===== config.mk =====
export PLATFORM = sky130hd
export DESIGN_NAME = ip4_sm_bk_arb
export DESIGN_NICKNAME = d
export VERILOG_FILES = /design/src/rtl/ip4_sm_bk_arb.sv
export SDC_FILE = /design/constraint.sdc
export NUM_CORES = 1
export LEC_CHECK = 0
export CAP_MARGIN = 30
export CORE_ASPECT_RATIO = 0.9
export CORE_MARGIN = 10
export CORE_UTILIZATION = 26
export CTS_CLUSTER_DIAMETER = 40
export CTS_CLUSTER_SIZE = 40
export DETAILED_ROUTE_END_ITERATION = 16
export MAX_ROUTING_LAYER = met4
export PLACE_DENSITY = 0.81
export SLEW_MARGIN = 20
export SYNTH_ARGS = -nofsm -noshare
export SYNTH_HDL_FRONTEND = slang
export SYNTH_SLANG_ARGS = --single-unit

===== constraint.sdc =====
create_clock -name clk -period 2.6 [get_ports clk]
set_input_delay 0.26 -clock clk [delete_from_list [all_inputs] [get_ports clk]]
set_output_delay 0.26 -clock clk [all_outputs]
set_load 0.02 [all_outputs]

===== src/rtl/ip4_sm_bk_arb.sv =====
// ip4_sm_bk_arb: single-port bank arbiter in front of an ip4_sm_bk macro.
// Requester 0 (DSE pipeline) has priority over the secondary requesters
// (1..NUM_REQ-1). A secondary requester that has waited MAX_WAIT cycles
// wins over requester 0. Otherwise the secondaries share the bank round-robin.
// Ports:
//   clk, rst_n          clock, synchronous active-low reset
//   req_vld/wen/adr/dat packed per-requester request (requester i at slot i)
//   req_rdy             one-hot-or-zero grant (combinational)
//   rsp_vld/id/dat      read response, one cycle after a read grant
//   bk_wen/adr/dat      bank command (combinational from the winner)
//   bk_q                bank read data (1-cycle latency)
module ip4_sm_bk_arb #(
  parameter int unsigned NUM_REQ  = 4,
  parameter int unsigned AW       = 10,
  parameter int unsigned DW       = 32,
  parameter int unsigned MAX_WAIT = 8
) (
  input  logic                       clk,
  input  logic                       rst_n,
  input  logic [NUM_REQ-1:0]         req_vld,
  input  logic [NUM_REQ-1:0]         req_wen,
  input  logic [NUM_REQ*AW-1:0]      req_adr,
  input  logic [NUM_REQ*DW-1:0]      req_dat,
  output logic [NUM_REQ-1:0]         req_rdy,
  output logic                       rsp_vld,
  output logic [$clog2(NUM_REQ)-1:0] rsp_id,
  output logic [DW-1:0]              rsp_dat,
  output logic                       bk_wen,
  output logic [AW-1:0]              bk_adr,
  output logic [DW-1:0]              bk_dat,
  input  logic [DW-1:0]              bk_q
);

  localparam int unsigned IW = $clog2(NUM_REQ);
  localparam int unsigned CW = $clog2(MAX_WAIT + 1);

  logic [NUM_REQ-1:1][CW-1:0] wait_cnt;
  logic [IW-1:0]              rr_ptr;
  logic                       rsp_vld_q;

  logic [NUM_REQ-1:0] starve;
  logic [NUM_REQ-1:0] sec_vld;
  logic [NUM_REQ-1:0] above_ptr;
  logic [NUM_REQ-1:0] rr_hi;
  logic [NUM_REQ-1:0] gnt;
  logic [IW-1:0]      win_id;
  logic               sec_gnt;
  logic               rd_gnt;

  // Isolate the lowest set bit (lowest index wins).
  function automatic logic [NUM_REQ-1:0] low_bit(input logic [NUM_REQ-1:0] v);
    return v & (~v + NUM_REQ'(1));
  endfunction

  // Candidate vectors: starved secondaries, valid secondaries, secondaries after the pointer.
  always_comb begin
    starve    = '0;
    sec_vld   = '0;
    above_ptr = '0;
    for (int i = 1; i < NUM_REQ; i++) begin
      starve[i]    = req_vld[i] && (wait_cnt[i] == CW'(MAX_WAIT));
      sec_vld[i]   = req_vld[i];
      above_ptr[i] = (IW'(i) > rr_ptr);
    end
    rr_hi = sec_vld & above_ptr;
  end

  // Grant selection; nothing is granted while reset is held.
  always_comb begin
    gnt = '0;
    if (!rst_n)           gnt = '0;
    else if (|starve)     gnt = low_bit(starve);
    else if (req_vld[0])  gnt = NUM_REQ'(1);
    else if (|rr_hi)      gnt = low_bit(rr_hi);
    else                  gnt = low_bit(sec_vld);
  end

  // Winner index and bank command mux.
  always_comb begin
    win_id = '0;
    bk_wen = 1'b0;
    bk_adr = '0;
    bk_dat = '0;
    for (int i = 0; i < NUM_REQ; i++) begin
      if (gnt[i]) begin
        win_id = IW'(i);
        bk_wen = req_wen[i];
        bk_adr = req_adr[i*AW +: AW];
        bk_dat = req_dat[i*DW +: DW];
      end
    end
    sec_gnt = |gnt[NUM_REQ-1:1];
    rd_gnt  = (|gnt) && !bk_wen;
  end

  assign req_rdy = gnt;
  // Gated so a read granted just before reset never shows a response during reset.
  assign rsp_vld = rsp_vld_q && rst_n;
  assign rsp_dat = bk_q;

  // Wait counters, round-robin pointer and response tracking.
  always_ff @(posedge clk) begin
    if (!rst_n) begin
      wait_cnt  <= '0;
      rr_ptr    <= IW'(NUM_REQ - 1);
      rsp_vld_q <= 1'b0;
      rsp_id    <= '0;
    end else begin
      for (int i = 1; i < NUM_REQ; i++) begin
        if (gnt[i] || !req_vld[i]) begin
          wait_cnt[i] <= '0;
        end else if (wait_cnt[i] != CW'(MAX_WAIT)) begin
          wait_cnt[i] <= wait_cnt[i] + CW'(1);
        end
      end
      if (sec_gnt) rr_ptr <= win_id;
      rsp_vld_q <= rd_gnt;
      if (rd_gnt) rsp_id <= win_id;
    end
  end

endmodule


# After elaboration in Yosys (flattened, before gate mapping)
# Cells that the tools add are included.
[totals] romBits=0 ram_bits=0 ff_bits=17 out_inout_bits=82 n_memories=0 latch_bits=0 input_bits=210
[classes] n_shift=0 bitwise_logic=8 addsub=6 div_mod_pow=0 n_eq_ne=6 n_reduce_logical=19 mux=19 n_lt_le_gt_ge=3 n_mul=0
[op_table] operator="two-way mux 32 bit" count=4
[op_table] operator="two-way mux 10 bit" count=4
[op_table] operator="adder 4 x 1 -> 4 bit (second input constant)" count=6
[op_table] operator="bitwise AND 4 bit" count=4
[op_table] operator="two-way mux 4 bit" count=4
[op_table] operator="equality test 4 bit (second input constant)" count=3
[op_table] operator="inequality test 4 bit (second input constant)" count=3
[op_table] operator="inverter 4 bit" count=3
[op_table] operator="OR reduction 4 bit" count=2
[op_table] operator="OR reduction 2 bit" count=3
[op_table] operator="OR reduction 3 bit" count=2
[op_table] operator="logical AND 1 bit" count=5
[op_table] operator="two-way mux 1 bit" count=5
[op_table] operator="> comparator 2 bit (first input constant)" count=2
[op_table] operator="zero test 1 bit" count=4
[op_table] operator="two-way mux 2 bit" count=2
[op_table] operator="logical OR 1 bit" count=3
[op_table] operator="> comparator 1 x 2 -> 1 bit (first input constant)" count=1
[op_table] operator="inverter 1 bit" count=1

# Longest topological paths before layout
[depth] ltp_word=15 ltp_mapped=10 ltp_nobuf=9

# Least setup slack after synthesis
# No wires, ideal clock.
[synth_path] path_kind="register to output" start="register wait_cnt[4] (netlist name)" end="output port bk_adr[0]" t_arrival_ns=2.020 required_time_ns=2.340 n_path_buf=1 path_stages_with_launch=11 slack_ns=0.320 cell_sequence="dfxtp_1 -> inv_1 -> ha_1 -> nand4b_2 -> nand2_1 -> o31ai_4 -> nand2_2 -> inv_2 -> buf_2 -> nand2_1 -> a21oi_1"
[synth_rtl] element="start, declared" line="37" source="logic [NUM_REQ-1:1][CW-1:0] wait_cnt;"
[synth_rtl] element="start signal, assigned by index" line="113" source="wait_cnt[i] <= wait_cnt[i] + CW'(1);"
[synth_rtl] element="equality test 4 bit" line="61" source="starve[i] = req_vld[i] && (wait_cnt[i] == CW'(MAX_WAIT));"
[synth_rtl] element="logical AND 1 bit" line="61"
[synth_rtl] element="OR reduction 3 bit" line="72" source="else if (|starve) gnt = low_bit(starve);"
[synth_rtl] element="two-way mux 4 bit" line="72"
[synth_rtl] element="two-way mux 4 bit" line="71" source="if (!rst_n) gnt = '0;"
[synth_rtl] element="via req_rdy[1]" line="24" source="output logic [NUM_REQ-1:0] req_rdy,"
[synth_rtl] element="two-way mux 10 bit (3 in a row)" line="85" source="if (gnt[i]) begin"
[synth_rtl] element="end, declared" line="29" source="output logic [AW-1:0] bk_adr,"
# The timed path passes the listed nets, and every way through them passes these cells.

# Worst setup path after layout
[layout_path] start="register wait_cnt[4] (netlist name)" end="output port bk_dat[0]"
[layout_between] elab_chain_len=9
[layout_rtl] element="equality test 4 bit *" line="61"
[layout_rtl] element="logical AND 1 bit *" line="61"
[layout_rtl] element="inverter 4 bit or OR reduction 3 bit (tied branches)" line="52, 72"
[layout_rtl] element="adder 4 x 1 -> 4 bit or two-way mux 4 bit (tied branches)" line="52, 72"
[layout_rtl] element="bitwise AND 4 bit or two-way mux 4 bit (tied branches)" line="52, 71"
[layout_rtl] element="two-way mux 4 bit *" line="72"
[layout_rtl] element="two-way mux 4 bit *" line="71"
[layout_rtl] element="two-way mux 32 bit" line="85"
[layout_rtl] element="two-way mux 32 bit *" line="85"
[layout_rtl] element="end, declared" line="30" source="output logic [DW-1:0] bk_dat,"
# Mark *: on every way between the ends. The rest lies on a longest branch, timed or not.

==> metrics.md <==
| Metric | Value |
|---|---|
| Slew headroom | 71.8% |
| Ys flop type | dfxtp_1 |
| DRC viols | 0 |
| Crit start category | flop |
| Synth cell types | 44 |
| Layout cell share with drive strength beyond 1 | between 20 and 30% |
| Setup Crit Path Kind | reg -> out |
| Final-report hold violation count | 0 |
| First-pass GRT wire length | between 20000 and 25000 um |
| Area Growth Syn to Fin | 110% |
| CTS clock-pin slew for the worst setup and hold paths | about 80 ps |
| Rows | 32 |
| CP max FO | 13 |
| Worst slack on hold paths | around 460 ps |
| Largest net degree at the start of global routing | 36 |
| MaxCap Viol Count | 0 |
| Ys async rst share | 0% |
| Gate Count Post-Synth | 340 |
| Wire per inst | 20.7 um |
| Yosys warns | 0 |
| Final min period | 2570 ps |
| Worst Clk Skew | approximately 15 ps |
| Crit. End Element | output port |
| Leak | roughly 2.0 nW |
| Seq/Total Area, Yosys | between 10% and 20% |
| Core area | 8610 um2 |
| Max clock buf depth | 2 |
| CP Data Required Time | about 2300 ps |
| Syn Area/Cell | a little under 7 um2 |
| Final setup fails | 0 |
| Detailed placement HPWL | between 10000 and 15000 um |
| RSZ-0062 raised after global routing | true |
| Worst slew pin tran | ~420 ps |
| Starting Density | between 20 and 30% |
| Post-route ant nets | 0 |
| CTS tree | built |
| WP data arrival | ~2300 ps |
| Vias | around 3500 |
| Worst VDD drop | roughly 170 uV |
| Post-synth EDFFs | 0 |
| Period utilization | between 90% and 100% |
| Fill cells | roughly 760 |
| Max Slew Vio Count | 0 |
| P per Cell Area | 252 nW/um2 |
| RePlAce Congestion | 0.941 |
| Vias in the first global route | about 3700 |
| # clock sinks | 17 |
| Layout Nets | roughly 780 |
| Placed Area | 4640 um2 |
| Mapped Area | roughly 2300 um2 |
| CTS buffer count | 3 |
| # diodes | 0 |
| Initial antenna violation count | 0 |
| Worst skew pair latency | roughly 270 ps |
| Synth Net Count | roughly 560 |
| Total power | ~1.2 mW |
| GRT overflow | 0 |
| Num ports | 292 |
| Root Driver | clkbuf_8 |
| Wirelength, routed | ~14000 um |
| Fmax | about 390 MHz |
| First drt pass iteration count | 4 |
| Port bufs | 227 |
| CTS H-tree lvls | 1 |
| Initial DRC Count | around 240 |
| Die span in y | about 110 um |
| Vias/cell | 5.15 |
| Status | completed |
| Die width | 119 um |
| Number of synthesized register bits | 17 |
| DIE AREA | roughly 13000 um2 |
| Gr usage total | about a fifth |
| Worst hold path class | in -> reg |
| Post-route design area | 4870 um2 |
layout by cell type (no fill, tap or decap), drive strengths merged, types with 6 or more instances in the layout:
master         netlist  layout
ha                   6       6
inv                 18      18
clkdlybuf4s50        0     178
nand2               53      53
a21oi               45      45
buf                 53      87
dfxtp               17      17
nor3                 7       7
a221oi              42      42
nor2                49      49
layout make-up:
class	instances	area (um2)	share of cell area, %
clock buffer	3	41.3	0.849
clock inverter	1	5.00	0.103
inverter	18	67.6	1.39
multi-input combinational	247	1710	35.2
sequential	17	342	7.02
tap	119	149	3.06
timing repair buffer	275	2550	52.4
cell usage after synthesis, drive strengths merged, types with 3 or more instances:
cell,number,share of area (%)
nand3b,3,1.5
nand3,5,1.1
a221oi,42,16
ha,6,3.2
xor2,3,1.1
nor2,49,7.9
inv,18,2.9
nor3,7,1.5
clkbuf,5,0.81
buf,53,17
nand2,53,8.7
a21oi,45,9.7
dfxtp,17,15
a211oi,3,1.2
xnor2,3,1.1
path summary, 6_finish.rpt:
path	startpoint	end	slack (ps)	cells after the start
worst max-delay path	wait_cnt[4]	bk_dat[0]	30	11
worst max register to register	wait_cnt[9]	wait_cnt[8]	80	17
worst min register to register	rsp_id[0]	rsp_id[0]	520	2
worst min-delay path	req_vld[1]	wait_cnt[0]	460	4
power by group:
| group | switching, mW | internal (mW) | leakage, nW |
|---|---|---|---|
| clock network | 0.104 | 0.107 | 0.0255 |
| registers | 0.00646 | 0.270 | 0.139 |
| logic | 0.318 | 0.418 | 1.86 |
| total | 0.429 | 0.795 | 2.03 |
state kept, by name, indices dropped and copies added (netlist names):
name,flops
rsp_vld_q,1
rr_ptr,2
rsp_id,2
wait_cnt,12
critical path: stages, from the launching register on:
cell	delay, ps
dfxtp_1	340
inv_1	70
ha_2	210
nand4b_4	120
nand2_4	90
o31ai_4	320
nand2_2	100
inv_2	100
buf_6	160
nand2_1	80
a21oi_1	160
clkdlybuf4s15_2	290
through the flow:
step / worst slack (ps) / utilization [%] / setup TNS, ps / std cells
floorplan: 320 / - / 0 / 340
global placement: -364 / 53.9 / -10090 / 660
detailed placement: -421 / 53.9 / -11480 / 660
CTS: -7.65 / 56.6 / -10.8 / 677
global route: -91.9 / 56.5 / -531 / 680
finish: 27.4 / 56.5 / 0 / 680
cells by family after synthesis:
logic type / synth area share [%]
mux: 0.432
fa+ha+maj: 3.24
compound gates: 33.9
xor+xnor: 2.27
simple gates: 24.6
buf+inv: 20.8
flops: 14.7
layer usage:
| layer | up-vias | part of all wire [%] | GRT usage [%] |
|---|---|---|---|
| li1 | 1641 | - | - |
| met5 | - | 0 | - |
| met3 | 24 | 9.2 | 6.00 |
| met1 | 1632 | 39 | 22.2 |
| met2 | 206 | 50 | 33.8 |
| met4 | 0 | 1.2 | 3.96 |
what timing repair did:
item | CTS | global route
endpoints found under the setup margin | 43 | 48
cloned | 1 | 0
buffers inserted | 12 | 4
pin swaps | 0 | 6
hold buffers | 0 | 0
gates resized for setup | 136 | 74
Note: power is estimated with default switching activity, not from simulation.
